$ cat src/rtl/i2s_rx_capture.sv
// rtl/i2s_rx_capture.sv - I2S ADC receive path: synchronize, deserialize, present stereo frames
//
// Receives standard I2S stereo PCM from the codec ADC port and presents one
// stereo frame at a time on a valid/ready interface toward the DSP chain.
//
// Ports:
//   clk        system clock, at least 4x bclk
//   rst        synchronous reset, active-high
//   bclk       codec bit clock (asynchronous)
//   adclrck    codec word select (asynchronous), 0 = left, 1 = right
//   adcdat     codec serial data (asynchronous), MSB first
//   out_left   left sample, two's complement
//   out_right  right sample, two's complement
//   out_valid  stereo frame available
//   out_ready  downstream accepts the frame
//   ovf        sticky: frame dropped because the output was still occupied
//   err_short  sticky: a slot ended with fewer than DATA_W bits
//   clr_flags  single-cycle clear of ovf and err_short
`timescale 1ns/1ps
module i2s_rx_capture #(
    parameter int DATA_W      = 16,
    parameter int SYNC_STAGES = 2
) (
    input  logic              clk,
    input  logic              rst,
    input  logic              bclk,
    input  logic              adclrck,
    input  logic              adcdat,
    output logic [DATA_W-1:0] out_left,
    output logic [DATA_W-1:0] out_right,
    output logic              out_valid,
    input  logic              out_ready,
    output logic              ovf,
    output logic              err_short,
    input  logic              clr_flags
);

    localparam int CNT_W = $clog2(DATA_W + 1);
    localparam logic [CNT_W-1:0] CNT_FULL = CNT_W'(DATA_W);
    localparam logic [CNT_W-1:0] CNT_LAST = CNT_W'(DATA_W - 1);
    localparam logic [CNT_W-1:0] CNT_ONE  = CNT_W'(1);

    localparam logic [1:0] ST_SYNC  = 2'd0;
    localparam logic [1:0] ST_LEFT  = 2'd1;
    localparam logic [1:0] ST_RIGHT = 2'd2;

    logic [SYNC_STAGES-1:0] bclk_sync;
    logic [SYNC_STAGES-1:0] lrck_sync;
    logic [SYNC_STAGES-1:0] dat_sync;

    logic              bclk_prev;
    logic              l_prev;
    logic [1:0]        state;
    logic [CNT_W-1:0]  cnt;
    logic [DATA_W-2:0] shreg;
    logic [DATA_W-1:0] hold_left;

    logic              bclk_s;
    logic              l_cur;
    logic              d_cur;
    logic              rise;
    logic              boundary;
    logic              bit_take;
    logic              commit;
    logic              short_slot;
    logic              frame_done;
    logic              ovf_set;
    logic [DATA_W-1:0] word;

    assign bclk_s = bclk_sync[SYNC_STAGES-1];
    assign l_cur  = lrck_sync[SYNC_STAGES-1];
    assign d_cur  = dat_sync[SYNC_STAGES-1];

    always_comb begin
        rise       = bclk_s & ~bclk_prev;
        boundary   = rise && (l_cur != l_prev);
        // Bits beyond DATA_W in a slot are ignored; the counter saturates.
        bit_take   = rise && (state != ST_SYNC) && (cnt < CNT_FULL);
        commit     = bit_take && (cnt == CNT_LAST);
        word       = {shreg, d_cur};
        // The boundary bit is the ending slot's LSB, so it counts toward the
        // slot length: fewer than DATA_W bits means cnt was below DATA_W-1.
        short_slot = boundary && (state != ST_SYNC) && (cnt < CNT_LAST);
        frame_done = commit && (state == ST_RIGHT);
        ovf_set    = frame_done && out_valid && !out_ready;
    end

    always_ff @(posedge clk) begin
        if (rst) begin
            bclk_sync <= '0;
            lrck_sync <= '0;
            dat_sync  <= '0;
            bclk_prev <= 1'b0;
            l_prev    <= 1'b0;
            state     <= ST_SYNC;
            cnt       <= '0;
            shreg     <= '0;
            hold_left <= '0;
        end else begin
            bclk_sync <= {bclk_sync[SYNC_STAGES-2:0], bclk};
            lrck_sync <= {lrck_sync[SYNC_STAGES-2:0], adclrck};
            dat_sync  <= {dat_sync[SYNC_STAGES-2:0], adcdat};
            bclk_prev <= bclk_s;

            if (rise) begin
                l_prev <= l_cur;
            end

            if (bit_take) begin
                shreg <= {shreg[DATA_W-3:0], d_cur};
                cnt   <= cnt + CNT_ONE;
            end

            if (commit && (state == ST_LEFT)) begin
                hold_left <= word;
            end

            // A boundary restarts the count for the new slot, overriding the
            // increment of the boundary bit taken for the ending slot.
            case (state)
                ST_SYNC: begin
                    if (boundary && !l_cur) begin
                        state <= ST_LEFT;
                        cnt   <= '0;
                    end
                end
                ST_LEFT: begin
                    if (boundary) begin
                        cnt   <= '0;
                        state <= short_slot ? ST_SYNC : ST_RIGHT;
                    end
                end
                ST_RIGHT: begin
                    if (boundary) begin
                        cnt   <= '0;
                        state <= short_slot ? ST_SYNC : ST_LEFT;
                    end
                end
                default: begin
                    state <= ST_SYNC;
                    cnt   <= '0;
                end
            endcase
        end
    end

    // Output register: a completed frame loads when the slot is empty or is
    // being transferred this clk; otherwise it is dropped and ovf is raised.
    always_ff @(posedge clk) begin
        if (rst) begin
            out_left  <= '0;
            out_right <= '0;
            out_valid <= 1'b0;
            ovf       <= 1'b0;
            err_short <= 1'b0;
        end else begin
            if (frame_done && (!out_valid || out_ready)) begin
                out_left  <= hold_left;
                out_right <= word;
                out_valid <= 1'b1;
            end else if (out_valid && out_ready) begin
                out_valid <= 1'b0;
            end

            if (ovf_set) begin
                ovf <= 1'b1;
            end else if (clr_flags) begin
                ovf <= 1'b0;
            end

            if (short_slot) begin
                err_short <= 1'b1;
            end else if (clr_flags) begin
                err_short <= 1'b0;
            end
        end
    end

endmodule

$ cat config.mk
export PLATFORM = sky130hd
export DESIGN_NAME = i2s_rx_capture
export DESIGN_NICKNAME = d
export VERILOG_FILES = /design/src/rtl/i2s_rx_capture.sv
export SDC_FILE = /design/constraint.sdc
export NUM_CORES = 1
export LEC_CHECK = 0
export CORE_MARGIN = 3
export CORE_UTILIZATION = 55
export CTS_BUF_LIST = sky130_fd_sc_hd__clkbuf_4
export CTS_CLUSTER_SIZE = 28
export DETAILED_ROUTE_END_ITERATION = 8
export HOLD_SLACK_MARGIN = 0.08
export PLACE_DENSITY_LB_ADDON = 0.05
export SLEW_MARGIN = 20
export SYNTH_ARGS = -nofsm -noshare
export SYNTH_HDL_FRONTEND = slang
export SYNTH_SLANG_ARGS = --single-unit
$ cat constraint.sdc
create_clock -name clk -period 5.3 [get_ports clk]
set_input_delay 1.06 -clock clk [delete_from_list [all_inputs] [get_ports clk]]
set_output_delay 1.06 -clock clk [all_outputs]
set_load 0.005 [all_outputs]
==> impl_metrics.csv, run 1 <==
group,metric,value,unit
global_route,grt-ovfl-total,0,
die,ios,42,
timing,fmax,376,MHz
critical_path,cpMaxStageDelayCell,"ha_1",
route,viasPerCell,6.25,
critical_path,crit_end,"out_left[4]",
die,die_y,84.5,um
timing,fin_worst_skew,0.00759,ns
clock_tree,post_cts_buffers,0,
timing,maxSlewViolCount,0,
clock_tree,clock_path_buffers,2,
clock_tree,h-tree-depth,3,
critical_path,slowest_delay,0.63,ns
clock_tree,clock-sinks,81,
finish,finalNetCount,407,
run_status,outcome,"finished clean",
clock_tree,cts_hold_buf,0,
timing,setup_viol,0,
place,place_congestion,0.784,
critical_path,critPathCaptureType,"flip-flop",
place,port_buffers,41,
global_route,grt_util_met2,31.7,%
synth,synthMuxAreaShare,0.886,%
critical_path,arrival,2.94,ns
place,dpl.hpwl,4500,um
synth,ys_ff_latch,81,
job,cap_violations,0,
clock_tree,clk_latency,0.42,ns
pwr,leakagePower,1.19,nW
route,wl,7810,um
timing,final.setup.tns,0,ns
timing,final.min_clock_period,2.66,ns
critical_path,critPathMaxFanout,32,
synth,synth_top_family_by_area,"compound AO/OA/AOI/OAI gates",
finish,antenna_cells,0,
synth,synth_xor_area_share,0.517,%
synth,synth_top_area_share,47.8,%
clock_tree,cts_resized,0,
synth,syn_inst,384,
global_route,use_met1,33.6,%
finish,layout_common_cells,"81 x dfxtp_1, 64 x a21oi_1, 48 x nand4_1, 48 x o31ai_1, 40 x clkdlybuf4s50_1",
synth,syn_nets,397,
finish,drive_gt1_share,7.27,%
synth,synth_adder_area_share,2.21,%
timing,setup_slack,2.64,ns
synth,synth-simple-area-share,19.0,%
synth,post_synth_num_cell_types,35,
die,die_x,84.5,um
global_route,grtUsageMet3,4.22,%
critical_path,crit_start,"cnt[0]",
global_route,grt_pass1_vias,2650,
global_route,grt.busiest_layer,"met1",
critical_path,critPathKind,"flip-flop to flip-flop",
die,start_util,59.0,%
critical_path,timing.rr.end,"out_left[4]",
global_route,antenna_found_initial,0,
critical_path,crit_required,5.58,ns
synth,yosysWarnings,0,
route,vias,2943,
timing,rsz0062_at_grt,"false",
timing,slew_headroom,45.0,%
clock_tree,cts_buffers,9,
route,drtAntennaViolNets,0,
synth,synth_top_area_cell,"dfxtp_1",
clock_tree,cts_tree,"done",
timing,tightest_slew,0.826,ns
route,drc_errors,0,
synth,netlist_area,3390,um2
critical_path,worstRegToRegCells,6,
critical_path,worstPathCellList,"ha_1 -> and3_1 -> ha_1 -> nand2_2 -> o31ai_1 -> a21oi_1",
clock_tree,clkTransAtPathRegs,0.12,ns
critical_path,path_delay_family,"adder cells",
critical_path,worst-path-buf-inv,0,
pwr,powerDensity,289,nW/um2
critical_path,cp-start-kind,"flip-flop",
route,drt_iter0_markers,285,
timing,min_period_over_period,50.2,%
critical_path,path_depth,6,
synth,ys_top_cells_by_area,"dfxtp_1 48%, o31ai_1 11%, a21oi_1 9.4%",
die,rows,27,
global_route,grt_pass1_wl,13100,um
timing,hold_viol_final,0,
finish,final_common_cell,"dfxtp_1",
route,first_pass_iters,4,
route,avgRoutedWirePerCell,16.6,um
global_route,grt_max_degree,82,
critical_path,r2r_start,"cnt[0]",
finish,fillers,502,
global_route,grt_use_total,22.3,%
pwr,peakVddDrop,0.214,mV
critical_path,r2r_setup_slack,2.64,ns
synth,synth-seq-area-share,47.8,%
die,core,5740,um2
die,die-area,7140,um2
synth,syn_avg_cell_area,8.83,um2
synth,synth_compound_area_share,22.8,%
critical_path,cpMostUsedCell,"ha_1",
place,pre_cts_slack,2.27,ns
hold_path,hp-class,"flip-flop to flip-flop",
clock_tree,cts-root-buf,"clkbuf_4",
finish,area.growth.synth_to_final,14.6,%
## kinds of logic (layout without fill, tap and decap cells)
| kind of cell | Yosys count | count (layout) |
|---|---|---|
| AO/OA/AOI/OAI | 123 | 123 |
| AND/OR/NAND/NOR | 116 | 116 |
| flip-flops | 81 | 81 |
| buffers and inverters | 53 | 68 |
| adder cells (fa/ha/maj) | 6 | 6 |
| multiplexers | 3 | 3 |
| XOR/XNOR | 2 | 2 |
## cells in the mapped netlist
master and n:
dfxtp_1 81, a21oi_1 64, nand4_1 48, o31ai_1 48, clkbuf_1 33, nand2_1 32
buf_2 11, nor2b_1 11, ha_1 6, inv_1 6, nor2_1 5, nor3_1 4
mux2i_1 3, nand2b_1 3, or3_1 3, buf_6 2, nand3_1 2, nand4bb_1 2
nor4b_1 2, o2111ai_1 2, o41ai_1 2, a211oi_1 1, a211oi_2 1, a31o_2 1
a32oi_1 1, and2_1 1, and3_1 1, clkinv_1 1, nand3b_1 1, o211a_1 1
o21ai_0 1, o21ai_1 1, or4b_1 1, xnor2_1 1, xor2_1 1
## layout make-up
type / instances / area, um2 / share of cell area (%)
repair buffers: 45 / 435 / 11.2
flip-flops and latches: 81 / 1620 / 41.7
multi-input cells: 250 / 1560 / 40.0
clock inverters: 6 / 82.6 / 2.12
inverters: 7 / 26.3 / 0.676
well taps: 72 / 90.1 / 2.32
clock buffers: 10 / 75.1 / 1.93
## registers in the layout (all words and copies together), names as in the netlist
register   count
bclk_prev      1
bclk_sync      2
cnt            5
dat_sync       2
err_short      1
hold_left     16
l_prev         1
lrck_sync      2
out_left      16
out_right     16
out_valid      1
ovf            1
shreg         15
state          2
## per-layer routing
layer | up-vias | wire length, um
met2 | 85 | 3440
met1 | 1407 | 3870
met5 | - | 0
met4 | 0 | 107
met3 | 9 | 387
li1 | 1442 | -
## worst register-to-register path, stage by stage, from the launching register on
cell and delay [ns]:
dfxtp_1 0.43, ha_1 0.19, and3_1 0.18, ha_1 0.63, nand2_2 0.60, o31ai_1 0.40
a21oi_1 0.10
## worst min path at each step
stage | start | to | cells after the start
2_1_floorplan | bclk_sync[0] | bclk_sync[1] | 1
3_3_place_gp | bclk_sync[0] | bclk_sync[1] | 1
3_5_place_dp | bclk_sync[0] | bclk_sync[1] | 1
4_1_cts | bclk_sync[0] | bclk_sync[1] | 1
5_1_grt | bclk_sync[0] | bclk_sync[1] | 1
6_report | bclk_sync[0] | bclk_sync[1] | 1
## metrics by stage
stage               std cells  utilization [%]  hold slack, ns  total power (W)  cell area (um2)
finish                    471             67.7           0.451          0.00112             3890
detailed placement        455             64.9           0.424         0.000734             3730
global route              471             67.7           0.478          0.00117             3890
CTS                       471             67.6           0.455          0.00113             3880
global placement          455             64.8           0.418         0.000731             3720
floorplan                 384                -           0.414         0.000712             3390
## power by group
part	internal [W]	leakage (nW)	switching (W)	total (W)
Combinational	0.0000247	0.446	0.0000759	0.000101
Sequential	0.000615	0.653	0.00000555	0.000620
Clock	0.000194	0.0862	0.000209	0.000404
Note: power is estimated with default switching activity, not from simulation.
==> run 2: changes to the inputs <==
clock period = 2.6 ns   (was 5.3 ns; I/O delays follow)
==> run 2 against run 1 <==
Effect of this change: first-iteration DRC count is 1.8% higher; final cell count is 1.7% higher; setup slack worse by 2.3 ns; sequential power is 100% higher; sequential share of layout area is 0.33 points lower; routed wire length is 4.1% lower; fmax is 17% higher; register-to-register slack worse by 2.3 ns; total power is 87% higher; count of clock-buffer cells in the layout stayed put.
==> impl_metrics.csv, run 2 (synthesis results as in run 1) <==
group,metric,value,unit
route,viasPerCell,6.19,
hold_path,hp-class,"flip-flop to flip-flop",
pwr,leakagePower,1.20,nW
clock_tree,cts-root-buf,"clkbuf_4",
route,avgRoutedWirePerCell,15.6,um
finish,drive_gt1_share,7.86,%
timing,setup_viol,0,
timing,maxSlewViolCount,0,
timing,min_period_over_period,87.5,%
finish,final_cells,479,
critical_path,critPathKind,"flip-flop to flip-flop",
global_route,antenna_found_initial,0,
critical_path,arrival,2.57,ns
critical_path,r2r_setup_slack,0.33,ns
clock_tree,post_cts_buffers,0,
place,dpl.hpwl,4710,um
finish,area.growth.synth_to_final,15.6,%
clock_tree,cts_buffers,9,
timing,rsz0062_at_grt,"false",
clock_tree,clk_latency,0.42,ns
critical_path,r2r_start,"state[0]",
timing,final.setup.tns,0,ns
global_route,grt_pass1_wl,12800,um
pwr,peakVddDrop,0.376,mV
timing,fmax,440,MHz
die,rows,27,
die,die_x,84.5,um
route,drt_iter0_markers,290,
route,first_pass_iters,5,
timing,fin_worst_skew,0.0101,ns
clock_tree,clkTransAtPathRegs,0.12,ns
timing,hold_viol_final,0,
critical_path,crit_start,"state[0]",
die,start_util,59.0,%
global_route,grt_max_degree,66,
timing,tightest_slew,0.617,ns
clock_tree,cts_resized,0,
pwr,powerDensity,537,nW/um2
place,place_inst,463,
die,die_y,84.5,um
global_route,grt_use_total,21.8,%
die,ios,42,
finish,antenna_cells,0,
die,core,5740,um2
place,postPlaceCellArea,3810,um2
timing,final.min_clock_period,2.27,ns
clock_tree,cts_tree,"done",
place,place_congestion,0.811,
critical_path,critPathMaxFanout,63,
clock_tree,clock_path_buffers,2,
route,drtAntennaViolNets,0,
job,cap_violations,0,
clock_tree,cts_hold_buf,0,
critical_path,crit_required,2.89,ns
critical_path,critPathCaptureType,"flip-flop",
critical_path,cp-start-kind,"flip-flop",
global_route,grt-ovfl-total,0,
finish,top_regs,"hold_left x16, out_left x16, out_right x16",
clock_tree,h-tree-depth,3,
die,die-area,7140,um2
finish,final_common_cell,"dfxtp_1",
run_status,outcome,"finished clean",
global_route,grt_pass1_vias,2632,
finish,finalNetCount,415,
route,wl,7490,um
timing,slew_headroom,58.9,%
route,drc_errors,0,
finish,layout_common_cells,"81 x dfxtp_1, 64 x a21oi_1, 48 x nand4_1, 48 x o31ai_1, 40 x clkdlybuf4s50_1",
place,port_buffers,41,
clock_tree,clock-sinks,81,
finish,design_area,3920,um2
hold_path,hold_start,"bclk_sync[0]",
route,vias,2967,
-- run 2: cell count changes in the layout (fill, tap and decap cells not counted), moves of 2 or more --
| cell | previous run | this run |
|---|---|---|
| clkinvlp_4 | 1 | 3 |
| buf_12 | 0 | 2 |
| clkinv_1 | 1 | 3 |
| clkinv_2 | 3 | 1 |
| buf_4 | 4 | 10 |
| bufinv_16 | 2 | 0 |
-- run 2: layout make-up --
| class | count | area, um2 |
|---|---|---|
| clock buffer | 10 | 75.1 |
| clock inverter | 6 | 35.0 |
| fill | 500 | 1820 |
| inverter | 7 | 26.3 |
| multi-input combinational | 250 | 1550 |
| sequential | 81 | 1620 |
| tap | 72 | 90.1 |
| timing repair buffer | 53 | 520 |
-- run 2: power by group --
| part | internal, W | total, W | switching, W |
|---|---|---|---|
| logic | 0.0000680 | 0.000225 | 0.000157 |
| registers | 0.00125 | 0.00126 | 0.0000111 |
| clock network | 0.000199 | 0.000614 | 0.000415 |
| total | 0.00152 | 0.00210 | 0.000584 |
-- run 2: per-stage QoR --
step / hold slack, ns / worst slack (ns) / total power (W) / utilization (%)
after floorplan: 0.414 / 0.561 / 0.00145 / -
after global routing: 0.464 / 0.239 / 0.00220 / 68.2
after CTS: 0.456 / 0.348 / 0.00211 / 68.2
final: 0.449 / 0.325 / 0.00210 / 68.2
after detailed placement: 0.427 / 0.381 / 0.00151 / 66.3
after global placement: 0.417 / 0.497 / 0.00151 / 66.3
-- run 2: routing by layer --
layer | vias up | global-route usage (%) | share of wire (%)
li1 | 1462 | - | -
met1 | 1389 | 31.4 | 49
met2 | 109 | 32.2 | 43
met3 | 7 | 5.89 | 6.3
met4 | 0 | 5.76 | 0.99
met5 | - | 0 | 0
-- run 2: critical path, cell delays in order (launching register included) --
cell and delay, ns:
dfxtp_1 0.40, inv_1 0.08, ha_1 0.22, or4b_2 0.75, buf_12 0.25, o31ai_1 0.31, a21oi_1 0.11
-- run 2: worst paths after layout --
kind | end | cells after the start
max | out_right[12] | 6
min | bclk_sync[1] | 1
max reg2reg | out_right[12] | 6
min reg2reg | bclk_sync[1] | 1
==> run 3: changes to the inputs <==
ABC_CLOCK_PERIOD_IN_PS = 2600   (was not set)
PLACE_DENSITY = 0.79   (was not set)
PLACE_DENSITY_LB_ADDON = not set   (was 0.05)
==> run 3 against run 2 <==
Effect of this change: via count is 0.67% lower; core utilization is 0.59 points higher; final cell count is 0.42% lower; sequential cell count stayed put; sequential power hardly changed; die area stayed put; sequential share of layout area is 0.35 points lower; design area is 0.86% higher; critical path depth stayed put; largest cell class unchanged.
==> impl_metrics.csv, run 3 (synthesis results as in run 1) <==
group,metric,value,unit
route,drc_errors,0,
pwr,clkPwrFrac,32.7,%
place,port_buffers,41,
clock_tree,h-tree-depth,3,
critical_path,critPathMaxFanout,63,
die,die_x,84.5,um
timing,fin_worst_skew,0.0161,ns
die,rows,27,
global_route,grt_use_total,21.9,%
finish,layout_common_cells,"81 x dfxtp_1, 64 x a21oi_1, 48 x nand4_1, 48 x o31ai_1, 40 x clkdlybuf4s50_1",
finish,final_cells,477,
timing,hold_viol_final,0,
finish,finalNetCount,413,
pwr,leakagePower,1.21,nW
global_route,grt_pass1_wl,13000,um
route,viasPerCell,6.18,
timing,min_period_over_period,89.5,%
pwr,combPwrFrac,9.9,%
job,cap_violations,0,
finish,drive_gt1_share,7.65,%
finish,fillers,480,
critical_path,worstPathCellList,"inv_1 -> ha_1 -> or4b_2 -> buf_12 -> o31ai_1 -> a21oi_1",
pwr,intPower,0.00161,W
timing,final.setup.tns,0,ns
critical_path,arrival,2.60,ns
clock_tree,clkTransAtPathRegs,0.12,ns
place,place_inst,461,
die,core,5740,um2
timing,tightest_slew,0.655,ns
route,drtAntennaViolNets,0,
critical_path,cp-start-kind,"flip-flop",
die,ios,42,
clock_tree,cts_tree,"done",
critical_path,crit_required,2.87,ns
critical_path,critPathCaptureType,"flip-flop",
critical_path,critPathKind,"flip-flop to flip-flop",
clock_tree,cts_buffers,9,
die,die-area,7140,um2
critical_path,path_delay_family,"simple AND/OR/NAND/NOR gates",
global_route,grt_max_degree,64,
clock_tree,post_cts_buffers,0,
clock_tree,cts_hold_buf,0,
finish,antenna_cells,0,
place,dpl.hpwl,4770,um
pwr,powerDensity,557,nW/um2
timing,fmax,430,MHz
pwr,p_sw_share,26.7,%
pwr,p_seq_share,57.4,%
critical_path,worst-path-buf-inv,2,
place,postPlaceCellArea,3820,um2
route,drt_iter0_markers,289,
route,first_pass_iters,6,
die,start_util,59.0,%
die,die_y,84.5,um
finish,area.growth.synth_to_final,16.6,%
route,wl,7510,um
pwr,peakVddDrop,0.419,mV
clock_tree,clk_latency,0.42,ns
timing,maxSlewViolCount,0,
timing,slew_headroom,56.3,%
place,place_congestion,0.829,
finish,design_area,3950,um2
global_route,grt-ovfl-total,0,
clock_tree,clock_path_buffers,2,
clock_tree,clock-sinks,81,
timing,rsz0062_at_grt,"false",
route,avgRoutedWirePerCell,15.7,um
global_route,antenna_found_initial,0,
timing,setup_viol,0,
hold_path,hp-class,"flip-flop to flip-flop",
clock_tree,cts-root-buf,"clkbuf_4",
critical_path,cpMaxStageDelayCell,"or4b_2",
finish,final_common_cell,"dfxtp_1",
run_status,outcome,"finished clean",
clock_tree,cts_resized,0,
pwr,power_switching,0.000588,W
route,vias,2947,
timing,final.min_clock_period,2.33,ns
global_route,grt_pass1_vias,2733,
finish,top_regs,"hold_left x16, out_left x16, out_right x16",
critical_path,slowest_delay,0.77,ns
## run 3: metal layers
metal,vias to the layer above,global-route usage (%),wire [um]
li1,1458,-,-
met1,1394,31.9,3700
met2,87,31.3,3240
met3,8,4.42,489
met4,0,9.35,74
met5,-,0,0
## run 3: final cells by class
class	instances	area, um2	area share, %
flip-flops and latches	81	1620	41.0
well taps	72	90.1	2.28
multi-input cells	250	1550	39.2
clock inverters	6	58.8	1.49
inverters	7	26.3	0.665
clock buffers	10	75.1	1.90
repair buffers	51	531	13.4
## run 3: worst paths after layout
| kind | end | slack (ns) | startpoint | cells after the start |
|---|---|---|---|---|
| max | out_right[5] | 0.27 | state[0] | 6 |
| min reg2reg | bclk_sync[1] | 0.46 | bclk_sync[0] | 1 |
| max reg2reg | out_right[5] | 0.27 | state[0] | 6 |
| min | bclk_sync[1] | 0.46 | bclk_sync[0] | 1 |
## run 3: through the flow
step	hold slack [ns]	util (%)	power, W	setup slack, ns
detailed placement	0.435	66.5	0.00151	0.304
CTS	0.465	68.8	0.00221	0.293
global placement	0.419	66.5	0.00150	0.384
finish	0.462	68.8	0.00220	0.272
global route	0.482	68.8	0.00228	0.0968
floorplan	0.414	-	0.00145	0.561
## run 3: power by group through the flow
| stage | Combinational, W | Sequential, W | Clock, W |
|---|---|---|---|
| 2_1_floorplan | 0.000162 | 0.00129 | 0 |
| 3_3_place_gp | 0.000210 | 0.00129 | 0 |
| 3_5_place_dp | 0.000216 | 0.00129 | 0 |
| 4_1_cts | 0.000217 | 0.00126 | 0.000731 |
| 5_1_grt | 0.000239 | 0.00127 | 0.000778 |
| 6_report | 0.000217 | 0.00126 | 0.000721 |
